--- src/rtl/ss_mux_if.sv ---
// Connection bundle between the time-keeping logic and ss_mux_driver.
// It carries the digit data and controls in, and the display pin drives out.
interface ss_mux_if #(
    parameter int NUM_DIGITS = 4
);
    logic [4*NUM_DIGITS-1:0] digits;
    logic [NUM_DIGITS-1:0]   dp_in;
    logic [NUM_DIGITS-1:0]   blank_mask;
    logic                    lz_suppress;
    logic                    load;
    logic [6:0]              a_to_g;
    logic                    dp;
    logic [NUM_DIGITS-1:0]   an;
    logic                    frame_done;

    modport master (
        output digits, dp_in, blank_mask, lz_suppress, load,
        input  a_to_g, dp, an, frame_done
    );

    modport slave (
        input  digits, dp_in, blank_mask, lz_suppress, load,
        output a_to_g, dp, an, frame_done
    );
endinterface

--- src/rtl/ss_mux_driver.sv ---
// N-digit multiplexed seven-segment driver: hex decode, anode scanning with an
// anti-ghost blank interval, frame-aligned double buffering and leading-zero blanking.
module ss_mux_driver #(
    parameter int NUM_DIGITS     = 4,
    parameter int REFRESH_DIV    = 100000,
    parameter int BLANK_CYCLES   = 16,
    parameter bit SEG_ACTIVE_LOW = 1'b1,
    parameter bit AN_ACTIVE_LOW  = 1'b1
) (
    input  logic    clk,
    input  logic    rst_n,
    ss_mux_if.slave bus
);
    localparam int CNT_W = $clog2(REFRESH_DIV);
    localparam int IDX_W = (NUM_DIGITS > 1) ? $clog2(NUM_DIGITS) : 1;

    localparam logic [CNT_W-1:0]      CNT_LAST  = CNT_W'(REFRESH_DIV - 1);
    localparam logic [CNT_W-1:0]      BLANK_LIM = CNT_W'(BLANK_CYCLES);
    localparam logic [IDX_W-1:0]      IDX_LAST  = IDX_W'(NUM_DIGITS - 1);
    localparam logic [6:0]            SEG_OFF   = {7{SEG_ACTIVE_LOW}};
    localparam logic                  DP_OFF    = SEG_ACTIVE_LOW;
    localparam logic [NUM_DIGITS-1:0] AN_OFF    = {NUM_DIGITS{AN_ACTIVE_LOW}};

    typedef enum logic {
        SLOT_BLANK = 1'b0,
        SLOT_ON    = 1'b1
    } slot_e;

    localparam slot_e SLOT_RST = (BLANK_CYCLES > 0) ? SLOT_BLANK : SLOT_ON;

    typedef struct packed {
        logic [4*NUM_DIGITS-1:0] digits;
        logic [NUM_DIGITS-1:0]   dp;
        logic [NUM_DIGITS-1:0]   blank;
    } frame_t;

    logic [CNT_W-1:0]      cnt, cnt_next;
    logic [IDX_W-1:0]      idx, idx_next;
    slot_e                 state, state_next;
    logic                  frame_end;
    frame_t                pend, act;

    logic [NUM_DIGITS-1:0] lz_dark;
    logic [3:0]            cur_nib;
    logic [6:0]            seg_on;
    logic                  dp_on;
    logic [NUM_DIGITS-1:0] an_on;

    logic [6:0]            a_to_g_q;
    logic                  dp_q;
    logic [NUM_DIGITS-1:0] an_q;
    logic                  frame_done_q;

    // Active-high segment pattern, a = bit 6 .. g = bit 0.
    function automatic logic [6:0] decode(input logic [3:0] nib);
        case (nib)
            4'h0:    return 7'b1111110;
            4'h1:    return 7'b0110000;
            4'h2:    return 7'b1101101;
            4'h3:    return 7'b1111001;
            4'h4:    return 7'b0110011;
            4'h5:    return 7'b1011011;
            4'h6:    return 7'b1011111;
            4'h7:    return 7'b1110000;
            4'h8:    return 7'b1111111;
            4'h9:    return 7'b1111011;
            4'hA:    return 7'b1110111;
            4'hB:    return 7'b0011111;
            4'hC:    return 7'b1001110;
            4'hD:    return 7'b0111101;
            4'hE:    return 7'b1001111;
            default: return 7'b1000111;
        endcase
    endfunction

    // Scan counters and slot state; the slot state always matches the cnt it is stored with.
    always_comb begin
        // NOTE: every always_comb output gets a default first so no path can infer a latch.
        cnt_next  = cnt + 1'b1;
        idx_next  = idx;
        frame_end = 1'b0;
        if (cnt == CNT_LAST) begin
            cnt_next = '0;
            if (idx == IDX_LAST) begin
                idx_next  = '0;
                frame_end = 1'b1;
            end else begin
                idx_next = idx + 1'b1;
            end
        end
        state_next = (cnt_next < BLANK_LIM) ? SLOT_BLANK : SLOT_ON;
    end

    // A digit is suppressed when it and every digit to its left hold zero; digit 0 never is.
    always_comb begin
        logic zero_above;
        zero_above = 1'b1;
        lz_dark    = '0;
        for (int i = NUM_DIGITS - 1; i >= 0; i--) begin
            zero_above = zero_above & (act.digits[4*i +: 4] == 4'h0);
            lz_dark[i] = bus.lz_suppress & zero_above & (i != 0);
        end
    end

    assign cur_nib = act.digits[{idx, 2'b00} +: 4];

    always_comb begin
        seg_on = 7'b0;
        dp_on  = 1'b0;
        an_on  = '0;
        if (state == SLOT_ON) begin
            an_on = NUM_DIGITS'(1) << idx;
            // Masked digits keep their anode so every digit gets the same duty cycle.
            if (!act.blank[idx]) begin
                dp_on = act.dp[idx];
                if (!lz_dark[idx]) begin
                    seg_on = decode(cur_nib);
                end
            end
        end
    end

    always_ff @(posedge clk or negedge rst_n) begin
        if (!rst_n) begin
            cnt          <= '0;
            idx          <= '0;
            state        <= SLOT_RST;
            pend         <= '0;
            act          <= '0;
            a_to_g_q     <= SEG_OFF;
            dp_q         <= DP_OFF;
            an_q         <= AN_OFF;
            frame_done_q <= 1'b0;
        end else begin
            // NOTE: non-blocking assignments so every register samples pre-edge values.
            cnt   <= cnt_next;
            idx   <= idx_next;
            state <= state_next;
            // A load on the boundary edge lands in pend only; act takes the older pend.
            if (frame_end) begin
                act <= pend;
            end
            if (bus.load) begin
                pend <= '{digits: bus.digits, dp: bus.dp_in, blank: bus.blank_mask};
            end
            a_to_g_q     <= seg_on ^ SEG_OFF;
            dp_q         <= dp_on ^ DP_OFF;
            an_q         <= an_on ^ AN_OFF;
            frame_done_q <= frame_end;
        end
    end

    assign bus.a_to_g     = a_to_g_q;
    assign bus.dp         = dp_q;
    assign bus.an         = an_q;
    assign bus.frame_done = frame_done_q;

endmodule

--- src/flat_wrapper.sv ---
// flat-port wrapper written by rule: the top's interface ports become plain ports
module ss_mux_driver_flat 
#(
    parameter int NUM_DIGITS     = 4,
    parameter int REFRESH_DIV    = 100000,
    parameter int BLANK_CYCLES   = 16,
    parameter bit SEG_ACTIVE_LOW = 1'b1,
    parameter bit AN_ACTIVE_LOW  = 1'b1
)
  (clk, rst_n, bus_digits, bus_dp_in, bus_blank_mask, bus_lz_suppress, bus_load, bus_a_to_g, bus_dp, bus_an, bus_frame_done);
  ss_mux_if #(.NUM_DIGITS(NUM_DIGITS)) bus_i ();
  input  logic clk;
  input  logic rst_n;
  input wire logic [$bits(bus_i.digits)-1:0] bus_digits;
  input wire logic [$bits(bus_i.dp_in)-1:0] bus_dp_in;
  input wire logic [$bits(bus_i.blank_mask)-1:0] bus_blank_mask;
  input wire logic [$bits(bus_i.lz_suppress)-1:0] bus_lz_suppress;
  input wire logic [$bits(bus_i.load)-1:0] bus_load;
  output wire logic [$bits(bus_i.a_to_g)-1:0] bus_a_to_g;
  output wire logic [$bits(bus_i.dp)-1:0] bus_dp;
  output wire logic [$bits(bus_i.an)-1:0] bus_an;
  output wire logic [$bits(bus_i.frame_done)-1:0] bus_frame_done;
  assign bus_i.digits = bus_digits;
  assign bus_i.dp_in = bus_dp_in;
  assign bus_i.blank_mask = bus_blank_mask;
  assign bus_i.lz_suppress = bus_lz_suppress;
  assign bus_i.load = bus_load;
  assign bus_a_to_g = bus_i.a_to_g;
  assign bus_dp = bus_i.dp;
  assign bus_an = bus_i.an;
  assign bus_frame_done = bus_i.frame_done;
  ss_mux_driver #(.NUM_DIGITS(NUM_DIGITS), .REFRESH_DIV(REFRESH_DIV), .BLANK_CYCLES(BLANK_CYCLES), .SEG_ACTIVE_LOW(SEG_ACTIVE_LOW), .AN_ACTIVE_LOW(AN_ACTIVE_LOW)) u_core (.clk(clk), .rst_n(rst_n), .bus(bus_i));
endmodule
--- config.mk ---
export PLATFORM = sky130hd
export DESIGN_NAME = ss_mux_driver_flat
export DESIGN_NICKNAME = d
export VERILOG_FILES = /design/src/rtl/ss_mux_if.sv /design/src/rtl/ss_mux_driver.sv /design/src/flat_wrapper.sv
export SDC_FILE = /design/constraint.sdc
export NUM_CORES = 1
export LEC_CHECK = 0
export BUFFER_PORTS_ARGS = -buffer_cell sky130_fd_sc_hd__buf_4
export CORE_MARGIN = 5
export CORE_UTILIZATION = 40
export CTS_CLUSTER_DIAMETER = 100
export DETAILED_ROUTE_END_ITERATION = 10
export GPL_ROUTABILITY_DRIVEN = 0
export PLACE_DENSITY_LB_ADDON = 0.3
export SLEW_MARGIN = 20
export SYNTH_ARGS = -nofsm -noshare
export SYNTH_HDL_FRONTEND = slang
export SYNTH_SLANG_ARGS = --single-unit
--- constraint.sdc ---
create_clock -name clk -period 2 [get_ports clk]
set_input_delay 0 -clock clk [delete_from_list [all_inputs] [get_ports clk]]
set_output_delay 0 -clock clk [all_outputs]
set_load 0.02 [all_outputs]
==> flow_summary.yaml <==
sta:
  fin_skew_ns: 0.0189
  period_share_pct: 97.7
  final_max_slew_viol_count: 0
  setup_tns_ns: 0
  hold_viol: 0
  setup_viol_count_final: 0
  relSlewSlack_pct: 66.9
  fin_crit_ns: 1.95
  fmax_mhz: 512
  worst_pin_slew_ns: 0.492
synthesis:
  synth.distinct_cells: 43
  synth_edf_count: 0
  syn_nets: 332
  synth_top_area_share_pct: 44.5
  postSynthCellCount: 293
  synth_seq_cells: 81
  yosysSeqAreaShare_pct: 52.6
  syn-cell-area_um2: 3880
  avgSynthCellArea_um2: 13.3
  synthArstFlopShare_pct: 100
  synth_top_cells_by_area: "dfrtp_1 (44%), dfstp_2 (8.1%), mux2_2 (8.1%), mux2_4 (7.7%), ha_1 (3.5%)"
  synth_ff_type: "dfrtp_1"
  yosys.cell_count.top_type: "dfrtp_1"
  synth_top_cell_by_area: "dfrtp_1"
  synth_commonest_cells: "dfrtp_1 (69), mux2_2 (28), mux2_4 (20)"
  yosys_warnings: 0
global_routing:
  grt_start_max_net_pins: 47
  grt_pass1_vias: 2616
  grt_first_pass_wirelength_um: 12800
  track_usage_pct: 14.0
  antenna_found_initial: 0
  grt.overflow.total: 0
critical_path:
  crit_chain: "mux4_2 -> inv_4 -> ha_4 -> inv_1 -> mux4_2 -> nand2b_4"
  required_ns: 2.29
  slowest_delay_ns: 0.60
  crit_fanout: 5
  timing.critical_path.to_type: "flip-flop"
  cp-start-kind: "flip-flop"
  path_delay_family: "multiplexers"
  critPathBufInv: 2
  critPathMostFrequentCell: "mux4_2"
  arrival_ns: 2.25
  crit_type: "reg2reg"
  cp_slowest_cell: "mux4_2"
final_layout:
  n_antenna_cell: 0
  final_net_count: 416
  area_growth_pct: 26.7
  drive_gt1_share_pct: 43.5
  fin_cells: 515
placement:
  io_buffers: 40
  dp.cells: 470
  dpl.hpwl_um: 5390
power:
  p_switching_mw: 0.745
  leakagePower_nw: 2.17
  power_density_nw_per_um2: 613
  power_frac_seq_pct: 56.8
  switching_share_pct: 24.7
  finalPower_mw: 3.02
  clkPwrFrac_pct: 37.1
  peakVddDrop_mv: 0.377
  pwr-share-comb_pct: 6.1
  cellInternalPower_mw: 2.27
route:
  drtIter0Drc: 94
  drt-wirelength-per-cell_um: 15.1
  wl_um: 7800
  vias_per_cell: 4.87
  vias: 2509
  ant_nets: 0
  drt_first_pass_iters: 5
  drc: 0
die:
  initial_utilization_pct: 40.3
  rows: 36
  dieArea_um2: 11800
  die_w_um: 109
  pin_count: 41
  coreArea_um2: 9640
  die_h_um: 109
outcome:
  outcome: "complete, no violations"
run:
  cap_viol_max_count: 0
clock_network:
  clkTransAtPathRegs_ns: 0.10
  clk_latency_ns: 0.35
  clock-sinks: 81
  cts.path.max_buffers: 2
  h-tree-depth: 3
  root_buffer: "clkbuf_8"
  cts_buffers: 9
  cts_tree: "built"
hold_path:
  hp-class: "in2async"
==> what timing repair did <==
item	CTS	global route
hold buffers	26	0
gates resized for setup	2	6
cloned	0	0
setup endpoints to repair	3	25
setup buffers	0	3
hold endpoints to repair	68	0
pin swaps	0	1
==> placed cells by master, fill, tap and decap left out, types with 4 or more instances in the layout <==
master and instances:
mux2_4 20, dfstp_2 12, nand2_1 17, nand4_1 8
nand3_1 8, inv_1 5, nor4_1 6, clkbuf_8 9
a21oi_1 4, nor2_1 13, and4_1 5, dlygate4sd3_1 26
xor2_1 6, ha_1 7, o21ai_0 6, o211ai_1 5
xnor2_1 10, mux2_2 28, buf_4 63, mux4_2 7
dfrtp_1 68
==> metal layers <==
layer / track usage [%] / up-vias / wire, um
li1: - / 1215 / -
met1: 18.6 / 1212 / 3650
met2: 22.6 / 68 / 3680
met3: 3.10 / 14 / 330
met4: 5.14 / 0 / 140
met5: 0 / - / 0
==> final timing paths <==
check,start,slack [ns],to,depth (start not counted)
setup / recovery,u_core.idx[0]$_DFFE_PN0N_,0.05,u_core.bus.a_to_g[3]$_DFF_PN1_,6
hold / removal,rst_n,0.14,u_core.pend[20]$_DFFE_PN0P_,2
setup reg to reg,u_core.idx[0]$_DFFE_PN0N_,0.05,u_core.bus.a_to_g[3]$_DFF_PN1_,6
hold reg to reg,u_core.cnt[0]$_DFF_PN0_,0.50,u_core.cnt[0]$_DFF_PN0_,1
max in group asynchronous,rst_n,1.19,u_core.bus.an[3]$_DFF_PN1_,3
min in group clk,bus_load,0.15,u_core.pend[22]$_DFFE_PN0P_,2
==> power by group through the flow <==
stage	Sequential, mW	Clock, mW	Combinational [mW]
final	1.71	1.12	0.183
after CTS	1.72	1.16	0.186
after global routing	1.72	1.23	0.203
after detailed placement	1.75	0	0.145
after global placement	1.75	0	0.141
after floorplan	1.73	0	0.0600
==> logic make-up (layout without fill, tap and decap cells) <==
family	Yosys count	count (layout)	synth area share (%)
AND/OR/NAND/NOR	82	82	12.0
flip-flops	81	81	52.6
multiplexers	57	57	20.5
buffers and inverters	25	114	4.09
AO/OA/AOI/OAI	21	21	3.64
XOR/XNOR	16	16	3.61
adder cells (fa/ha/maj)	11	11	3.54
==> state kept, by name (all words and copies together), names as in the netlist <==
name / cells
u_core.act: 24
u_core.pend: 24
u_core.bus.frame_done: 1
u_core.bus.an: 4
u_core.state: 1
u_core.idx: 2
u_core.bus.dp: 1
u_core.bus.a_to_g: 7
u_core.cnt: 17
==> layout make-up <==
class	instances	area, um2
Inverter	7	31.3
Tap cell	133	166
Timing Repair Buffer	91	773
Fill cell	862	4720
Clock inverter	7	60.1
Clock buffer	9	124
Sequential cell	81	2040
Multi-Input combinational cell	187	1720
==> per-stage QoR <==
step	hold slack (ns)	cell area, um2	util (%)	setup WS (ns)
2_1_floorplan	-0.296	3900	-	-0.00845
3_5_place_dp	-0.00965	4420	45.9	-0.0373
6_report	0.136	4920	51.1	0.0454
5_1_grt	0.137	4920	51.1	-0.0135
4_1_cts	0.128	4880	50.6	0.0123
3_3_place_gp	-0.0107	4420	45.9	0.0308
No activity file was read; power rests on OpenSTA's default activity.
